### src/rtl/sr_to_jk_if.sv
`default_nettype none
// ============================================================================
// Module      : sr_to_jk_if
// Description : Bundles the SR request inputs and the JK excitation outputs
//               of the SR-to-JK converter.
//               The master drives S/R and observes J/K.
//               The slave (the converter) samples S/R and drives J/K.
// Revision    : 1.0 - initial release
// ============================================================================
interface sr_to_jk_if;
  logic S;  // set request
  logic R;  // clear request
  logic J;  // registered JK set excitation
  logic K;  // registered JK clear excitation

  modport master (
    output S,
    output R,
    input  J,
    input  K
  );

  modport slave (
    input  S,
    input  R,
    output J,
    output K
  );
endinterface : sr_to_jk_if
`default_nettype wire

### src/rtl/sr_to_jk.sv
`default_nettype none
// ============================================================================
// Module      : sr_to_jk
// Description : Clocked SR-to-JK excitation converter. A one-bit state is
//               advanced from the S/R requests. S=R=1 toggles the state.
//               Every edge registers the minimal JK pair that reproduces the
//               transition just taken:
//                 - J pulses on a 0->1 change.
//                 - K pulses on a 1->0 change.
//               A JK flip-flop fed from J/K therefore tracks the state one
//               cycle later.
// Revision    : 1.0 - initial release
// ============================================================================
module sr_to_jk (
  input  wire logic   CLK,
  input  wire logic   RST,
  sr_to_jk_if.slave   bus
);

  // The tracked state is treated as a two-state FSM so that the transition
  // (old state -> new state) is explicit when deriving the excitation.
  localparam logic [0:0] ST_CLR = 1'b0;
  localparam logic [0:0] ST_SET = 1'b1;

  logic [0:0] state_q;
  logic [0:0] state_d;
  logic       j_q;
  logic       j_d;
  logic       k_q;
  logic       k_d;

  // State and excitation registers; reset clears everything asynchronously
  // and discards any transition that was pending.
  always_ff @(posedge CLK or posedge RST) begin
    if (RST) begin
      state_q <= ST_CLR;
      j_q     <= 1'b0;
      k_q     <= 1'b0;
    end else begin
      state_q <= state_d;
      j_q     <= j_d;
      k_q     <= k_d;
    end
  end

  // Next state from the SR request; the otherwise-invalid S=R=1 case toggles.
  always_comb begin
    state_d = state_q;
    case ({bus.S, bus.R})
      2'b00:   state_d = state_q;
      2'b10:   state_d = ST_SET;
      2'b01:   state_d = ST_CLR;
      2'b11:   state_d = (state_q == ST_SET) ? ST_CLR : ST_SET;
      default: state_d = state_q;
    endcase
  end

  // Minimal excitation for the transition about to be committed.
  // Only one of J/K can be set, since a single transition has one direction.
  always_comb begin
    j_d = 1'b0;
    k_d = 1'b0;
    if ((state_q == ST_CLR) && (state_d == ST_SET)) begin
      j_d = 1'b1;
    end
    if ((state_q == ST_SET) && (state_d == ST_CLR)) begin
      k_d = 1'b1;
    end
  end

  // Outputs come straight from flops; there is no input-to-output path.
  assign bus.J = j_q;
  assign bus.K = k_q;

endmodule : sr_to_jk
`default_nettype wire

### src/flat_wrapper.sv
// flat-port wrapper written by rule: the top's interface ports become plain ports
module sr_to_jk_flat 
  (CLK, RST, bus_S, bus_R, bus_J, bus_K);
  sr_to_jk_if bus_i ();
  input  wire logic CLK;
  input  wire logic RST;
  input wire logic [$bits(bus_i.S)-1:0] bus_S;
  input wire logic [$bits(bus_i.R)-1:0] bus_R;
  output wire logic [$bits(bus_i.J)-1:0] bus_J;
  output wire logic [$bits(bus_i.K)-1:0] bus_K;
  assign bus_i.S = bus_S;
  assign bus_i.R = bus_R;
  assign bus_J = bus_i.J;
  assign bus_K = bus_i.K;
  sr_to_jk u_core (.CLK(CLK), .RST(RST), .bus(bus_i));
endmodule
### config.mk
export PLATFORM = sky130hd
export DESIGN_NAME = sr_to_jk_flat
export DESIGN_NICKNAME = d
export VERILOG_FILES = /design/src/rtl/sr_to_jk_if.sv /design/src/rtl/sr_to_jk.sv /design/src/flat_wrapper.sv
export SDC_FILE = /design/constraint.sdc
export NUM_CORES = 1
export LEC_CHECK = 0
export CAP_MARGIN = 20
export CORE_AREA = 2 2 39 41
export CTS_BUF_LIST = sky130_fd_sc_hd__clkbuf_8
export CTS_CLUSTER_DIAMETER = 60
export DETAILED_ROUTE_END_ITERATION = 8
export DIE_AREA = 0 0 41 43
export PLACE_DENSITY = 0.3
export SYNTH_ARGS = -nofsm -noshare
export SYNTH_HDL_FRONTEND = slang
export SYNTH_SLANG_ARGS = --single-unit
export TNS_END_PERCENT = 1
### constraint.sdc
create_clock -name CLK -period 0.8 [get_ports CLK]
set_input_delay 0.08 -clock CLK [delete_from_list [all_inputs] [get_ports CLK]]
set_output_delay 0.08 -clock CLK [all_outputs]
set_load 0.02 [all_outputs]
==> results_dict.tcl, run 1 <==
set metrics [dict create \
    cts_tree "done" \
    slew_headroom 0.922 \
    synth.top_cells.by_area "dfrtp_1 71%, and2_4 8.2%, and2b_2 8.2%, nor2_2 5.9%, inv_1 3.5%" \
    cts_setup_buffers 0 \
    drive_gt1_frac 0.471 \
    initial_core_util 0.0769 \
    die_area_um2 1760 \
    routabilityCongestion 0.606 \
    worstHoldPathType "input port to asynchronous set/reset pin" \
    finClkSkew_ns 0.0000544 \
    rsz0062_at_grt "yes" \
    grt_max_degree 4 \
    ir_drop_mv 0.983 \
    p_per_area_nw_per_um2 3030 \
    place_ws_ns -0.183 \
    path_cells "buf_6" \
    io_buffers 5 \
    antenna_cells 0 \
    wl_per_cell_um 6.58 \
    clkLatencyLatePin_ns 0.21 \
    setup_violations 0 \
    max_stage_delay_ns 0.37 \
    layout_common_cells "3 x clkbuf_8, 3 x clkdlybuf4s50_1, 3 x dfrtp_1" \
    hold_viol_final 0 \
    worst_slack_ns 0.0112 \
    grt_pass1_wl_um 386 \
    grt-ovfl-total 0 \
    path_class "register to primary output" \
    vias 80 \
    synth.distinct_cells 6 \
    worstSetupStartpointType "register" \
    slowest_stage "dfrtp_1" \
    htreeDepth 1 \
    drt_wl_total_um 217 \
    drc 0 \
    power.leakage_nw 0.107 \
    grt_pass1_vias 92 \
    avgSynthCellArea_um2 13.3 \
    num_io_pins 6 \
    slew_viol_final 0 \
    grt_usage 0.0393 \
    ys_seq_area_frac 0.706 \
    critPathTopFamily "flip-flops" \
    max_freq_mhz 1270 \
    synth_top_area_frac 0.706 \
    firstDrtPassIters 4 \
    drv_cap 0 \
    finalSetupTns_ns 0 \
    cts_inserted_buffers 3 \
    cp.arrival_ns 0.71 \
    syn-cell-area_um2 106 \
    worstPathRequired_ns 0.72 \
    end_kind "primary output" \
    yosysTopAreaCell "dfrtp_1" \
    root_buffer "clkbuf_8" \
    cts.sinks 3 \
    die_y_um 43 \
    ant_nets 0 \
    tightest_slew_ns 0.117 \
    period_share 0.986 \
    synth-seq-cells 3 \
    die_w_um 41 \
    status "finished clean" \
    clkTransAtPathRegs_ns 0.03 \
    antenna_found_initial 0 \
    syn-num-nets 12 \
    period_minus_slack_ns 0.789 \
    rows 14 \
    synthCells 8 \
    yosysWarnings 0 \
    via_per_inst 2.42 \
    drt_iter0_drc 2 \
    syn2layout_area_growth_pct 111 \
    critPathMaxFanout 1 \
    fp.coreArea_um2 1380 \
    clock_path_buffers 2 \
    num-nets-final 22 \
    crit_buf_inv 1 \
]
==> cells in the mapped netlist, drive strengths merged <==
| cell | instances |
|---|---|
| and2 | 1 |
| dfrtp | 3 |
| inv | 1 |
| and2b | 1 |
| nor2 | 2 |
==> path summary, 6_finish.rpt <==
check                          startpoint              to  slack (ns)  cells past startpoint
max reg2reg                u_core.state_q    u_core.bus.J        0.12                      1
min reg2reg                u_core.state_q  u_core.state_q        0.50                      2
max                          u_core.bus.K           bus_K        0.01                      1
min in group CLK                    bus_R    u_core.bus.K        0.48                      2
max in group asynchronous             RST  u_core.state_q        0.63                      2
min                                   RST    u_core.bus.J        0.04                      2
==> metrics by stage <==
stage / std cells / total power, mW / area (um^2) / hold WS (ns) / util
floorplan: 8 / 0.216 / 106 / -0.166 / -
global placement: 29 / 0.253 / 176 / 0.261 / 0.127
detailed placement: 29 / 0.254 / 176 / 0.256 / 0.127
CTS: 33 / 0.693 / 218 / 0.0385 / 0.157
global route: 33 / 0.725 / 224 / 0.0568 / 0.162
finish: 33 / 0.680 / 224 / 0.0387 / 0.162
==> logic make-up (layout without fill, tap and decap cells) <==
logic type             count (synthesis)  count (layout)  synth area share
and+or+nand+nor                        4               4             0.259
buffers and inverters                  1              10            0.0353
DFF                                    3               3             0.706
==> final cells by class <==
type                       count  area, um^2
inverter                       1        3.75
fill                         154        1160
tap                           16        20.0
clock buffer                   3        41.3
sequential                     3        75.1
clock inverter                 1        3.75
timing repair buffer           5        52.6
multi-input combinational      4        27.5
==> state kept, by name, indices dropped and copies added (netlist names) <==
register	cells
u_core.bus.K	1
u_core.bus.J	1
u_core.state_q	1
==> timing repair <==
item / 4_1_cts / 5_1_grt
pin swaps: 0 / 0
resized for setup: 10 / 2
endpoints found under the setup margin: 2 / 2
hold buffers: 0 / 0
cloned: 0 / 0
==> power breakdown <==
| group | switching [mW] | internal, mW | total [mW] |
|---|---|---|---|
| registers | 0.0100 | 0.170 | 0.180 |
| clock network | 0.0959 | 0.326 | 0.422 |
| logic | 0.0301 | 0.0468 | 0.0769 |
==> per-layer routing <==
layer,part of all wire,global-route usage,vias up
met5,0,0,-
met4,0,0.0400,0
met3,0.19,0.0524,0
met2,0.31,0.0313,6
met1,0.49,0.0422,34
li1,-,-,40
Note: power is estimated with default switching activity, not from simulation.
==> inputs of run 2 (changes only) <==
- CORE_AREA: 2 2 39 41 -> 4 4 41 43
- DIE_AREA: 0 0 41 43 -> 0 0 45 47
==> run 2 against run 1 <==
First-iteration DRC count up 100%. Critical endpoint is now bus_J. Core utilization is 0.93 points higher. Clock-buffer cell count unchanged. Critical path type unchanged. Combinational power about the same. Routed wire length grew 5.5%. Flip-flop and latch count unchanged. Sequential power about the same. Clock skew barely moved. Critical path depth is the same. Fmax is 0.70% higher. Largest cell class unchanged.
==> results_dict.tcl, run 2 (synthesis gave the netlist of run 1 again) <==
set metrics [dict create \
    vias 81 \
    critPathTopFamily "flip-flops" \
    firstDrtPassIters 2 \
    num_io_pins 6 \
    root_buffer "clkbuf_8" \
    crit_buf_inv 1 \
    via_per_inst 2.53 \
    slew_viol_final 0 \
    antenna_found_initial 0 \
    syn2layout_area_growth_pct 109 \
    cts_tree "done" \
    drc 0 \
    grt_pass1_vias 88 \
    grt-ovfl-total 0 \
    holdWs_ns 0.0369 \
    period_share 0.979 \
    rows 13 \
    path_cells "buf_6" \
    tightest_slew_ns 0.119 \
    power.leakage_nw 0.107 \
    drt_iter0_drc 4 \
    ant_nets 0 \
    worstHoldPathType "input port to asynchronous set/reset pin" \
    grt_max_degree 4 \
    slowest_stage "dfrtp_1" \
    num-nets-final 22 \
    fp.coreArea_um2 1300 \
    drv_cap 0 \
    drt_wl_total_um 229 \
    antenna_cells 0 \
    rsz0062_at_grt "yes" \
    htreeDepth 1 \
    max_stage_delay_ns 0.36 \
    path_class "register to primary output" \
    clkLatencyLatePin_ns 0.21 \
    ir_drop_mv 0.596 \
    die_w_um 45 \
    die_area_um2 2120 \
    max_freq_mhz 1280 \
    wl_per_cell_um 7.16 \
    clock_path_buffers 2 \
    layout_common_cells "3 x clkbuf_8, 3 x clkdlybuf4s50_1, 3 x dfrtp_1" \
    cts.sinks 3 \
    routabilityCongestion 0.605 \
    die_y_um 47 \
    slew_headroom 0.920 \
    worstSetupStartpointType "register" \
    clkTransAtPathRegs_ns 0.03 \
    period_minus_slack_ns 0.783 \
    final_cell_count_no_fill 32 \
    finalSetupTns_ns 0 \
    p_per_area_nw_per_um2 3060 \
    setup_violations 0 \
    status "finished clean" \
    hold_viol_final 0 \
    dp_cells 28 \
    worstPathRequired_ns 0.72 \
    finClkSkew_ns 0.000114 \
    cts_inserted_buffers 3 \
    critPathMaxFanout 1 \
    io_buffers 5 \
    cp.arrival_ns 0.70 \
    drive_gt1_frac 0.471 \
    grt_usage 0.0309 \
    stdcell_area_um2 223 \
    grt_pass1_wl_um 351 \
    initial_core_util 0.0817 \
    place_area_um2 175 \
    end_kind "primary output" \
]
==> run 2: cell counts in the layout (fill, tap and decap cells not counted) <==
Identical to the previous run, type by type.
==> run 2: layer usage <==
metal,vias to the layer above,part of all wire,GRT usage
met5,-,0,0
met2,6,0.32,0.0254
met4,0,0,0.0526
li1,40,-,-
met3,0,0.17,0.0383
met1,35,0.49,0.0252
==> run 2: where the power goes <==
group	switching [mW]	total [mW]	internal, mW	leakage, nW
logic	0.0299	0.0767	0.0468	0.0429
registers	0.00936	0.180	0.170	0.0371
clock network	0.0991	0.426	0.327	0.0269
total	0.138	0.682	0.544	0.107
==> run 2: final cells by class <==
cell class,count,area (um^2)
Sequential cell,3,75.1
Fill cell,153,1080
Inverter,1,3.75
Clock buffer,3,41.3
Timing Repair Buffer,5,52.6
Multi-Input combinational cell,4,27.5
Tap cell,15,18.8
Clock inverter,1,3.75
==> run 2: per-stage QoR <==
| step | util | setup WS [ns] | power (mW) |
|---|---|---|---|
| after floorplan | - | 0.149 | 0.216 |
| after global placement | 0.135 | -0.175 | 0.253 |
| after detailed placement | 0.135 | -0.176 | 0.256 |
| after CTS | 0.162 | 0.00172 | 0.684 |
| after global routing | 0.171 | -0.00268 | 0.716 |
| final | 0.171 | 0.0167 | 0.682 |
==> run 2: final timing paths <==
path	startpoint	to	slack [ns]	depth (start not counted)
setup reg to reg	u_core.state_q	u_core.state_q	0.12	2
setup / recovery	u_core.bus.J	bus_J	0.02	1
hold reg to reg	u_core.state_q	u_core.state_q	0.51	2
min in group CLK	bus_R	u_core.bus.K	0.47	2
max in group asynchronous	RST	u_core.state_q	0.63	2
hold / removal	RST	u_core.bus.J	0.04	2
==> run 2: timing repair <==
action / 4_1_cts / 5_1_grt
gates resized for setup: 8 / 4
buffers inserted: 0 / 0
setup endpoints to repair: 2 / 2
hold buffers: 0 / 0
==> inputs of run 3 (changes only) <==
- ABC_AREA: default -> 0
==> results of run 3 <==
The final DEF is identical to that of run 2; final timing and power are the same.
